## src/rtl/spi_master_pkg.sv

```systemverilog
// Shared types for the multi-device SPI master.
// FSM state encoding and SPI mode constants ({cpol,cpha}).
package spi_master_pkg;

    typedef enum logic [1:0] {
        IDLE,
        SETUP,
        SHIFT,
        HOLD
    } state_t;

    localparam logic [1:0] SPI_MODE0 = 2'b00;
    localparam logic [1:0] SPI_MODE1 = 2'b01;
    localparam logic [1:0] SPI_MODE2 = 2'b10;
    localparam logic [1:0] SPI_MODE3 = 2'b11;

    function automatic int max2(input int a, input int b);
        return (a > b) ? a : b;
    endfunction

endpackage

```

## src/rtl/spi_tick_gen.sv

```systemverilog
// Half-period strobe generator for the SPI master.
// Ports: clk, reset, restart (reload), load (reload value), tick (strobe).
module spi_tick_gen
    import spi_master_pkg::*;
#(
    parameter int DIV_W = 16
) (
    input  logic             clk,
    input  logic             reset,
    input  logic             restart,
    input  logic [DIV_W-1:0] load,
    output logic             tick
);

    logic [DIV_W-1:0] cnt;

    // Reload on restart or on reaching zero, so a tick
    // fires every (load+1) cycles after a restart.
    always_ff @(posedge clk or posedge reset) begin
        if (reset) begin
            cnt <= '0;
        end else if (restart || cnt == '0) begin
            cnt <= load;
        end else begin
            cnt <= cnt - 1'b1;
        end
    end

    assign tick = (cnt == '0) && !restart;

endmodule

```

## src/rtl/spi_master_multi.sv

```systemverilog
// Parametrised SPI master: word width, CPOL/CPHA, SCLK divider, NUM_CS selects.
// Ports: clk/reset, clk_div, cpol, cpha, cs_sel, tx_data, start -> busy, done,
// rx_data; pins sclk, mosi, miso, cs_n (all outputs registered).
module spi_master_multi
    import spi_master_pkg::*;
#(
    parameter int DATA_W   = 32,
    parameter int NUM_CS   = 2,
    parameter int DIV_W    = 16,
    parameter int CS_SETUP = 1,
    parameter int CS_HOLD  = 1
) (
    input  logic                   clk,
    input  logic                   reset,
    input  logic [DIV_W-1:0]       clk_div,
    input  logic                   cpol,
    input  logic                   cpha,
    input  logic [(NUM_CS > 1 ? $clog2(NUM_CS) : 1)-1:0] cs_sel,
    input  logic [DATA_W-1:0]      tx_data,
    input  logic                   start,
    output logic                   busy,
    output logic                   done,
    output logic [DATA_W-1:0]      rx_data,
    output logic                   sclk,
    output logic                   mosi,
    input  logic                   miso,
    output logic [NUM_CS-1:0]      cs_n
);

    localparam int EDGE_W = $clog2(2 * DATA_W + 1);
    localparam int PH_MAX = max2(CS_SETUP, CS_HOLD);
    localparam int PH_W   = $clog2(PH_MAX + 1);

    state_t state_q;
    state_t state_d;

    logic [DATA_W-1:0] tx_sr;
    logic [DATA_W-1:0] rx_sr;
    logic [EDGE_W-1:0] edge_cnt;
    logic [EDGE_W-1:0] edge_n;
    logic [PH_W-1:0]   ph_cnt;
    logic [DIV_W-1:0]  div_q;
    logic              cpol_q;
    logic              cpha_q;
    logic [NUM_CS-1:0] cs_dec;

    logic accept;
    logic tick;
    logic lead;
    logic last_edge;
    logic setup_end;
    logic hold_end;

    assign accept    = (state_q == IDLE) && start;
    assign edge_n    = edge_cnt + 1'b1;
    assign lead      = edge_n[0];
    assign last_edge = (edge_n == EDGE_W'(2 * DATA_W));
    assign setup_end = tick && (ph_cnt == PH_W'(CS_SETUP - 1));
    assign hold_end  = tick && (ph_cnt == PH_W'(CS_HOLD - 1));

    // An out-of-range select leaves every chip select high.
    always_comb begin
        cs_dec = '1;
        for (int i = 0; i < NUM_CS; i++) begin
            if (int'(cs_sel) == i) begin
                cs_dec[i] = 1'b0;
            end
        end
    end

    // The divider value is taken straight from the port on the
    // accept cycle, since div_q only catches it on that edge.
    spi_tick_gen #(
        .DIV_W(DIV_W)
    ) u_tick (
        .clk    (clk),
        .reset  (reset),
        .restart(accept),
        .load   (accept ? clk_div : div_q),
        .tick   (tick)
    );

    always_ff @(posedge clk or posedge reset) begin
        if (reset) begin
            state_q <= IDLE;
        end else begin
            state_q <= state_d;
        end
    end

    always_comb begin
        state_d = state_q;
        unique case (state_q)
            IDLE:  if (start) state_d = SETUP;
            SETUP: if (setup_end) state_d = SHIFT;
            SHIFT: if (tick && last_edge) state_d = HOLD;
            HOLD:  if (hold_end) state_d = IDLE;
            default: state_d = IDLE;
        endcase
    end

    always_ff @(posedge clk or posedge reset) begin
        if (reset) begin
            busy     <= 1'b0;
            done     <= 1'b0;
            rx_data  <= '0;
            sclk     <= 1'b0;
            mosi     <= 1'b0;
            cs_n     <= '1;
            tx_sr    <= '0;
            rx_sr    <= '0;
            edge_cnt <= '0;
            ph_cnt   <= '0;
            div_q    <= '0;
            cpol_q   <= 1'b0;
            cpha_q   <= 1'b0;
        end else begin
            done <= 1'b0;
            unique case (state_q)
                IDLE: begin
                    sclk <= cpol;
                    if (start) begin
                        busy     <= 1'b1;
                        cs_n     <= cs_dec;
                        tx_sr    <= tx_data;
                        div_q    <= clk_div;
                        cpol_q   <= cpol;
                        cpha_q   <= cpha;
                        edge_cnt <= '0;
                        ph_cnt   <= '0;
                        // CPHA=0 needs the MSB on the wire before edge 1.
                        if (!cpha) begin
                            mosi <= tx_data[DATA_W-1];
                        end
                    end
                end
                SETUP: begin
                    if (tick) begin
                        ph_cnt <= setup_end ? '0 : ph_cnt + 1'b1;
                    end
                end
                SHIFT: begin
                    if (tick) begin
                        sclk     <= ~sclk;
                        edge_cnt <= edge_n;
                        if (lead) begin
                            if (cpha_q) begin
                                mosi  <= tx_sr[DATA_W-1];
                                tx_sr <= {tx_sr[DATA_W-2:0], 1'b0};
                            end else begin
                                rx_sr <= {rx_sr[DATA_W-2:0], miso};
                            end
                        end else begin
                            if (cpha_q) begin
                                rx_sr <= {rx_sr[DATA_W-2:0], miso};
                            end else if (!last_edge) begin
                                mosi  <= tx_sr[DATA_W-2];
                                tx_sr <= {tx_sr[DATA_W-2:0], 1'b0};
                            end
                        end
                    end
                end
                HOLD: begin
                    sclk <= cpol_q;
                    if (tick) begin
                        if (hold_end) begin
                            ph_cnt  <= '0;
                            cs_n    <= '1;
                            busy    <= 1'b0;
                            done    <= 1'b1;
                            rx_data <= rx_sr;
                        end else begin
                            ph_cnt <= ph_cnt + 1'b1;
                        end
                    end
                end
                default: ;
            endcase
        end
    end

endmodule
```

## config.mk

```make
export PLATFORM = sky130hd
export DESIGN_NAME = spi_master_multi
export DESIGN_NICKNAME = d
export VERILOG_FILES = /design/src/rtl/spi_master_pkg.sv /design/src/rtl/spi_tick_gen.sv /design/src/rtl/spi_master_multi.sv
export SDC_FILE = /design/constraint.sdc
export NUM_CORES = 1
export LEC_CHECK = 0
export ABC_AREA = 0
export CAP_MARGIN = 40
export CORE_UTILIZATION = 49
export DETAILED_ROUTE_END_ITERATION = 8
export PLACE_DENSITY = 0.78
export SYNTH_ARGS = -nofsm -noshare
export SYNTH_HDL_FRONTEND = slang
export SYNTH_HIERARCHICAL = 1
export SYNTH_SLANG_ARGS = --single-unit
```

## constraint.sdc

```tcl
create_clock -name clk -period 5.18 [get_ports clk]
set_input_delay 1.554 -clock clk [delete_from_list [all_inputs] [get_ports clk]]
set_output_delay 1.554 -clock clk [all_outputs]
set_load 0.05 [all_outputs]
```

==> results of run 1 <==
==> how the worst max path moves through the flow <==
stage / to / cells past startpoint
after floorplan: busy$_DFFE_PP0P_ / 1
after global placement: busy$_DFFE_PP0P_ / 9
after detailed placement: tx_sr[27]$_DFFE_PP0P_ / 10
after CTS: tx_sr[28]$_DFFE_PP0P_ / 10
after global routing: state_q[1]$_DFFE_PP0P_ / 10
final: state_q[1]$_DFFE_PP0P_ / 10
==> power by group through the flow <==
stage	logic (mW)	clock network [mW]	registers (mW)
3_3_place_gp	1.32	0	1.62
6_report	1.36	1.25	1.63
5_1_grt	1.49	1.33	1.67
4_1_cts	1.37	1.28	1.63
2_1_floorplan	1.08	0	1.64
3_5_place_dp	1.36	0	1.65
==> cells in the final DEF, fill, tap and decap left out, drive strengths merged, types with 2 or more instances in the layout <==
master,n
nand2,116
bufinv,3
xor2,4
nor3,7
xnor2,10
nor4,4
clkinv,6
buf,9
nor2b,2
nand3,3
or4,2
a21oi,22
ha,10
clkinvlp,3
nand2b,2
a31oi,4
dfstp,2
mux2i,3
nand3b,2
dfrtp,144
o21ai,14
nand4,3
clkdlybuf4s50,92
nor2,39
o22ai,2
a22o,2
or3,3
clkbuf,17
mux2,114
inv,18
==> logic make-up after synthesis <==
| logic type | after synthesis |
|---|---|
| AOI/OAI and AO/OA | 52 |
| xor gates and xnor gates | 14 |
| adders and majority gates | 10 |
| buffers and inverters | 42 |
| DFF | 146 |
| muxes | 117 |
| and+or+nand+nor | 188 |
==> routing by layer <==
metal / global-route usage, % / part of all wire, % / vias up
met5: 0 / 0 / -
met4: 8.86 / 1.8 / 0
met3: 5.12 / 5.3 / 19
met2: 32.2 / 47 / 113
met1: 27.7 / 46 / 2205
li1: - / - / 2117
==> worst register-to-register path, delay by kind of cell (launching register included) <==
family                     cells  cell delay, ps
and+or+nand+nor                6            1590
DFF                            1             390
muxes                          1             360
buffers and inverters          2             300
AOI/OAI and AO/OA              1             220
adders and majority gates      1             190
==> cell usage after synthesis, types with 6 or more instances <==
| master | number |
|---|---|
| dfrtp_1 | 144 |
| nand2_1 | 116 |
| mux2_2 | 84 |
| nor2_1 | 39 |
| mux2_4 | 29 |
| a21oi_1 | 21 |
| clkbuf_1 | 18 |
| inv_1 | 14 |
| o21ai_0 | 13 |
| ha_1 | 10 |
| xnor2_1 | 10 |
| nor3_1 | 6 |
==> sequential cells by signal, summed over array words and instances (netlist names) <==
signal and flops:
ph_cnt 1, busy 1, cpol_q 1, cpha_q 1, rx_data 32, sclk 1, mosi 1, u_tick/cnt 16
state_q 2, cs_n 2, rx_sr 32, edge_cnt 7, tx_sr 32, div_q 16, done 1
==> final cells by class <==
type	count	area, sq um	share of cell area [%]
repair buffers	101	1010	12.1
well taps	176	220	2.63
inverters	15	58.8	0.703
clock buffers	17	425	5.09
clock inverters	15	180	2.15
multi-input cells	381	2810	33.6
flip-flops and latches	146	3660	43.7
==> stage by stage <==
| stage | setup WS (ps) | util [%] | instances | cell area, sq um |
|---|---|---|---|---|
| after floorplan | 160 | - | 569 | 6650 |
| after global placement | 1070 | 58.5 | 818 | 7740 |
| after detailed placement | 1080 | 58.6 | 819 | 7760 |
| after CTS | 1540 | 63.2 | 851 | 8360 |
| after global routing | 1310 | 63.2 | 851 | 8360 |
| final | 1490 | 63.2 | 851 | 8360 |
==> impl_metrics.yaml, run 1 <==
synth:
  synth_nets: 634
  ys.flop_type: "dfrtp_1"
  synth_area_leaders: "dfrtp_1 54%, mux2_2 14%, mux2_4 6.5%, nand2_1 6.5%, nor2_1 2.2%"
  async_flop_share_pct: 100
  ys_warn_count: 6
  synth_top_family_by_area: "multiplexers"
  synthCells: 569
  synth_top_area_share_pct: 54.2
  synth_fa_ha_area_share_pct: 1.88
  avgSynthCellArea_sq_um: 11.7
  synth_compound_area_share_pct: 4.97
  ys_ff_latch: 146
  synth_edf_count: 0
  synth-simple-area-share_pct: 12.1
  synthesis.area_sq_um: 6650
  synth_xor_xnor_area_share_pct: 1.84
  synth.area.mux_share_pct: 21.4
  ys_types: 51
  synth_top_area_cell: "dfrtp_1"
  synth_seq_area_share_pct: 55.0
worst_hold_path:
  min_path_type: "reg2reg"
  holdPathStages: 2
  hp-start: "rx_data[10]$_DFFE_PP0P_"
  min_to: "rx_data[10]$_DFFE_PP0P_"
placed_design:
  gp_congestion: 0.905
  port_buffers: 92
  dp_hpwl_mm: 8.91
die:
  pin_count: 93
  die-area_sq_um: 14000
  initial_core_util_pct: 50.2
  core_sq_um: 13200
  die_h_microns: 118
  dieWidth_microns: 118
  core.rowCount: 42
timing:
  setup_tns_ps: 0
  whs_ps: 477
  fmax_ghz: 0.271
  fin_crit_ps: 3690
  clock_skew_ps: 8.49
  setup-violations-final: 0
  slew_headroom_pct: 41.5
  fin_crit_sh_pct: 71.2
  slew_viol_final: 0
  finalHoldViolations: 0
  worst_pin_slew_ps: 878
  rsz0062_at_grt: "no"
drt:
  vias: 4454
  drt-total-wl_mm: 13.4
  ant_nets: 0
  firstDrtPassIters: 5
  via_per_inst: 5.23
  wl_per_cell_microns: 15.8
  drc: 0
  drtIter0Drc: 210
global_routing:
  antenna_found_initial: 0
  grt_usage_pct: 20.7
  grt_pass1_vias: 4645
  grt_max_degree: 76
  grt_pass1_wl_mm: 23.0
  grt_overflow: 0
clock_network:
  cts_made_buffers: 17
  cts_root_buf: "clkbuf_16"
  clock-sinks: 146
  cts_hold_buf: 0
  cts_resized: 0
  h-tree-depth: 4
  clock_latency_ps: 430
  post-cts-setup-buffer-count: 0
  clk_pin_slew_ps: 60
  cts_buffer_depth: 2
  cts_tree: "yes"
worst_setup_path:
  end_kind: "flop"
  critPathSlowestCell: "clkdlybuf4s50_1"
  path_buf_inv: 3
  r2r-start: "u_tick/cnt[0]$_DFF_PP0_"
  crit_path_frequent_cell: "nor2_1"
  r2r_end: "state_q[1]$_DFFE_PP0P_"
  cp.arrival_ps: 3990
  critPathRequiredTime_ps: 5480
  worst_setup_path_start_kind: "input port"
  rr_worst_depth: 11
  cpLargestDelayFamily: "simple AND/OR/NAND/NOR gates"
  reg2reg_slack_ps: 2000
  slowest_delay_ps: 510
  cp_max_fo: 13
  crit_chain: "clkdlybuf4s50_1 -> nand2_1 -> inv_1 -> nor4_2 -> buf_4 -> nor2_1 -> nor2_1 -> o21ai_0 -> nor2_1 -> mux2_2"
  startpoint: "start"
  criticalPathCategory: "in2reg"
run_status:
  status: "completed"
pwr:
  p_seq_share_pct: 38.4
  power_density_nw_per_um2: 508
  p_sw_mw: 1.29
  leakagePower_nw: 3.90
  fin_total_pwr_mw: 4.25
  ir_worst_vdd_mv: 0.258
  pwr-share-comb_pct: 32.1
  p_int_mw: 2.95
  p_clk_share_pct: 29.5
  netSwitchingFraction_pct: 30.4
finish:
  nFillCells: 1017
  layout-drive-gt1-share_pct: 24.7
  diodes: 0
  area_growth_pct: 25.8
  nets: 727
job:
  drv_cap: 0
No activity file was read; power rests on OpenSTA's default activity.
==> run 2, diff against run 1 <==
==> constraint.sdc (replaced) <==
create_clock -name clk -period 3 [get_ports clk]
set_input_delay 0.9 -clock clk [delete_from_list [all_inputs] [get_ports clk]]
set_output_delay 0.9 -clock clk [all_outputs]
set_load 0.05 [all_outputs]
==> run 2 against run 1 <==
Register-to-register slack got worse by 1600 ps; final area rose by 0.58%; flip-flop and latch count stayed put; wire length is 2.2% lower; clock skew barely moved; clock power increased by 55%; sequential share of layout area down 0.25 points; hold slack got worse by 0.58 ps; critical path type is now reg2out; critical path depth shrank 9; global-route usage shrank 0.18 points; power up 69%; sequential power grew 72%; highest routed layer unchanged.
==> impl_metrics.yaml, run 2 (same netlist as run 1, synthesis figures left out) <==
run_status:
  status: "completed"
job:
  drv_cap: 0
worst_setup_path:
  slowest_delay_ps: 830
  rr_worst_depth: 11
  crit_chain: "clkdlybuf4s50_1"
  cp.arrival_ps: 1780
  critPathSlowestCell: "clkdlybuf4s50_1"
  path_buf_inv: 1
  cpLargestDelayFamily: "buffers and inverters"
  cp_max_fo: 3
  cp.depth: 1
  criticalPathCategory: "reg2out"
  critPathRequiredTime_ps: 2100
  worst_setup_path_start_kind: "flop"
  end_kind: "output pin"
clock_network:
  h-tree-depth: 4
  clk_pin_slew_ps: 60
  cts_hold_buf: 0
  post-cts-setup-buffer-count: 0
  cts_tree: "yes"
  cts_resized: 0
  clock-sinks: 146
  clock_latency_ps: 410
  cts_root_buf: "clkbuf_16"
  cts_made_buffers: 17
  cts_buffer_depth: 2
finish:
  nFillCells: 1051
  stdcell_count: 862
  diodes: 0
  nets: 738
  area_growth_pct: 26.5
  layout-drive-gt1-share_pct: 25.2
  final_common_cell: "dfrtp_1"
  reg_top3: "rx_data: 32 flops, rx_sr: 32 flops, tx_sr: 32 flops"
  mostFrequentLayoutCells: "144 x dfrtp_1, 116 x nand2_1, 92 x clkdlybuf4s50_1"
drt:
  via_per_inst: 5.22
  drc: 0
  wl_per_cell_microns: 15.3
  drtIter0Drc: 240
  drt-total-wl_mm: 13.1
  vias: 4501
  firstDrtPassIters: 5
  ant_nets: 0
timing:
  setup-violations-final: 0
  rsz0062_at_grt: "no"
  fmax_ghz: 0.373
  clock_skew_ps: 8.79
  worst_pin_slew_ps: 714
  slew_headroom_pct: 51.9
  setup_tns_ps: 0
  whs_ps: 476
  finalHoldViolations: 0
  fin_crit_ps: 2680
  slew_viol_final: 0
  fin_crit_sh_pct: 89.3
  setup_slack_ps: 320
pwr:
  power_density_nw_per_um2: 854
  fin_total_pwr_mw: 7.19
  leakagePower_nw: 3.94
  ir_worst_vdd_mv: 0.502
global_routing:
  grt_overflow: 0
  antenna_found_initial: 0
  grt_pass1_vias: 4656
  grt_pass1_wl_mm: 22.7
  grt_max_degree: 131
  grt_usage_pct: 20.5
die:
  core.rowCount: 42
  initial_core_util_pct: 50.2
  die-area_sq_um: 14000
  pin_count: 93
  dieWidth_microns: 118
  core_sq_um: 13200
  die_h_microns: 118
worst_hold_path:
  holdPathStages: 2
  min_path_type: "reg2reg"
placed_design:
  place_ws_ps: 10.8
  gp_congestion: 0.823
  dp_cells: 830
  port_buffers: 92
  dp_hpwl_mm: 8.65
==> run 2: cell count changes in the layout (fill, tap and decap cells not counted), sizes merged <==
cell,before,now
buf,9,20
bufinv,3,1
clkbuf,17,23
inv,18,14
==> run 2: cell type report <==
type | count | area [sq um] | share of cell area [%]
flip-flops and latches | 146 | 3660 | 43.5
well taps | 176 | 220 | 2.62
clock buffers | 23 | 458 | 5.44
multi-input cells | 381 | 2810 | 33.5
repair buffers | 112 | 1120 | 13.3
clock inverters | 9 | 82.6 | 0.982
inverters | 15 | 60.1 | 0.714
==> run 2: path summary, 6_finish.rpt <==
| path | start | to | slack, ps |
|---|---|---|---|
| setup reg to reg | u_tick/cnt[0]$_DFF_PP0_ | tx_sr[5]$_DFFE_PP0P_ | 380 |
| hold reg to reg | rx_data[13]$_DFFE_PP0P_ | rx_data[13]$_DFFE_PP0P_ | 480 |
| max in group asynchronous | reset | rx_data[17]$_DFFE_PP0P_ | 1440 |
| setup / recovery | cs_n[1]$_DFFE_PP1P_ | cs_n[1] | 320 |
| min in group asynchronous | reset | u_tick/cnt[8]$_DFF_PP0_ | 950 |
| hold / removal | rx_data[13]$_DFFE_PP0P_ | rx_data[13]$_DFFE_PP0P_ | 480 |
==> run 2: layer usage <==
layer	track usage, %	share of wire (%)	vias up
met2	32.2	47	113
met1	27.6	48	2229
met3	5.94	4.5	14
met5	0	0	-
li1	-	-	2145
met4	6.57	1.1	0
==> run 2: per-stage QoR <==
stage | utilization, % | area, sq um
final | 63.5 | 8410
after global routing | 63.5 | 8410
after CTS | 63.5 | 8410
after detailed placement | 59.4 | 7870
after global placement | 59.4 | 7870
after floorplan | - | 6650
==> run 2: power by group <==
group,switching [mW],total [mW],internal (mW)
registers,0.309,2.81,2.50
clock network,0.780,1.94,1.16
logic,1.07,2.44,1.37
==> run 2: worst register-to-register path: cells and delay by family, from the launching register on <==
| family | cells | cell delay [ps] |
|---|---|---|
| simple gates | 5 | 1150 |
| buf+inv | 3 | 420 |
| flops | 1 | 390 |
| mux | 1 | 320 |
| fa+ha+maj | 1 | 180 |
| compound gates | 1 | 60 |
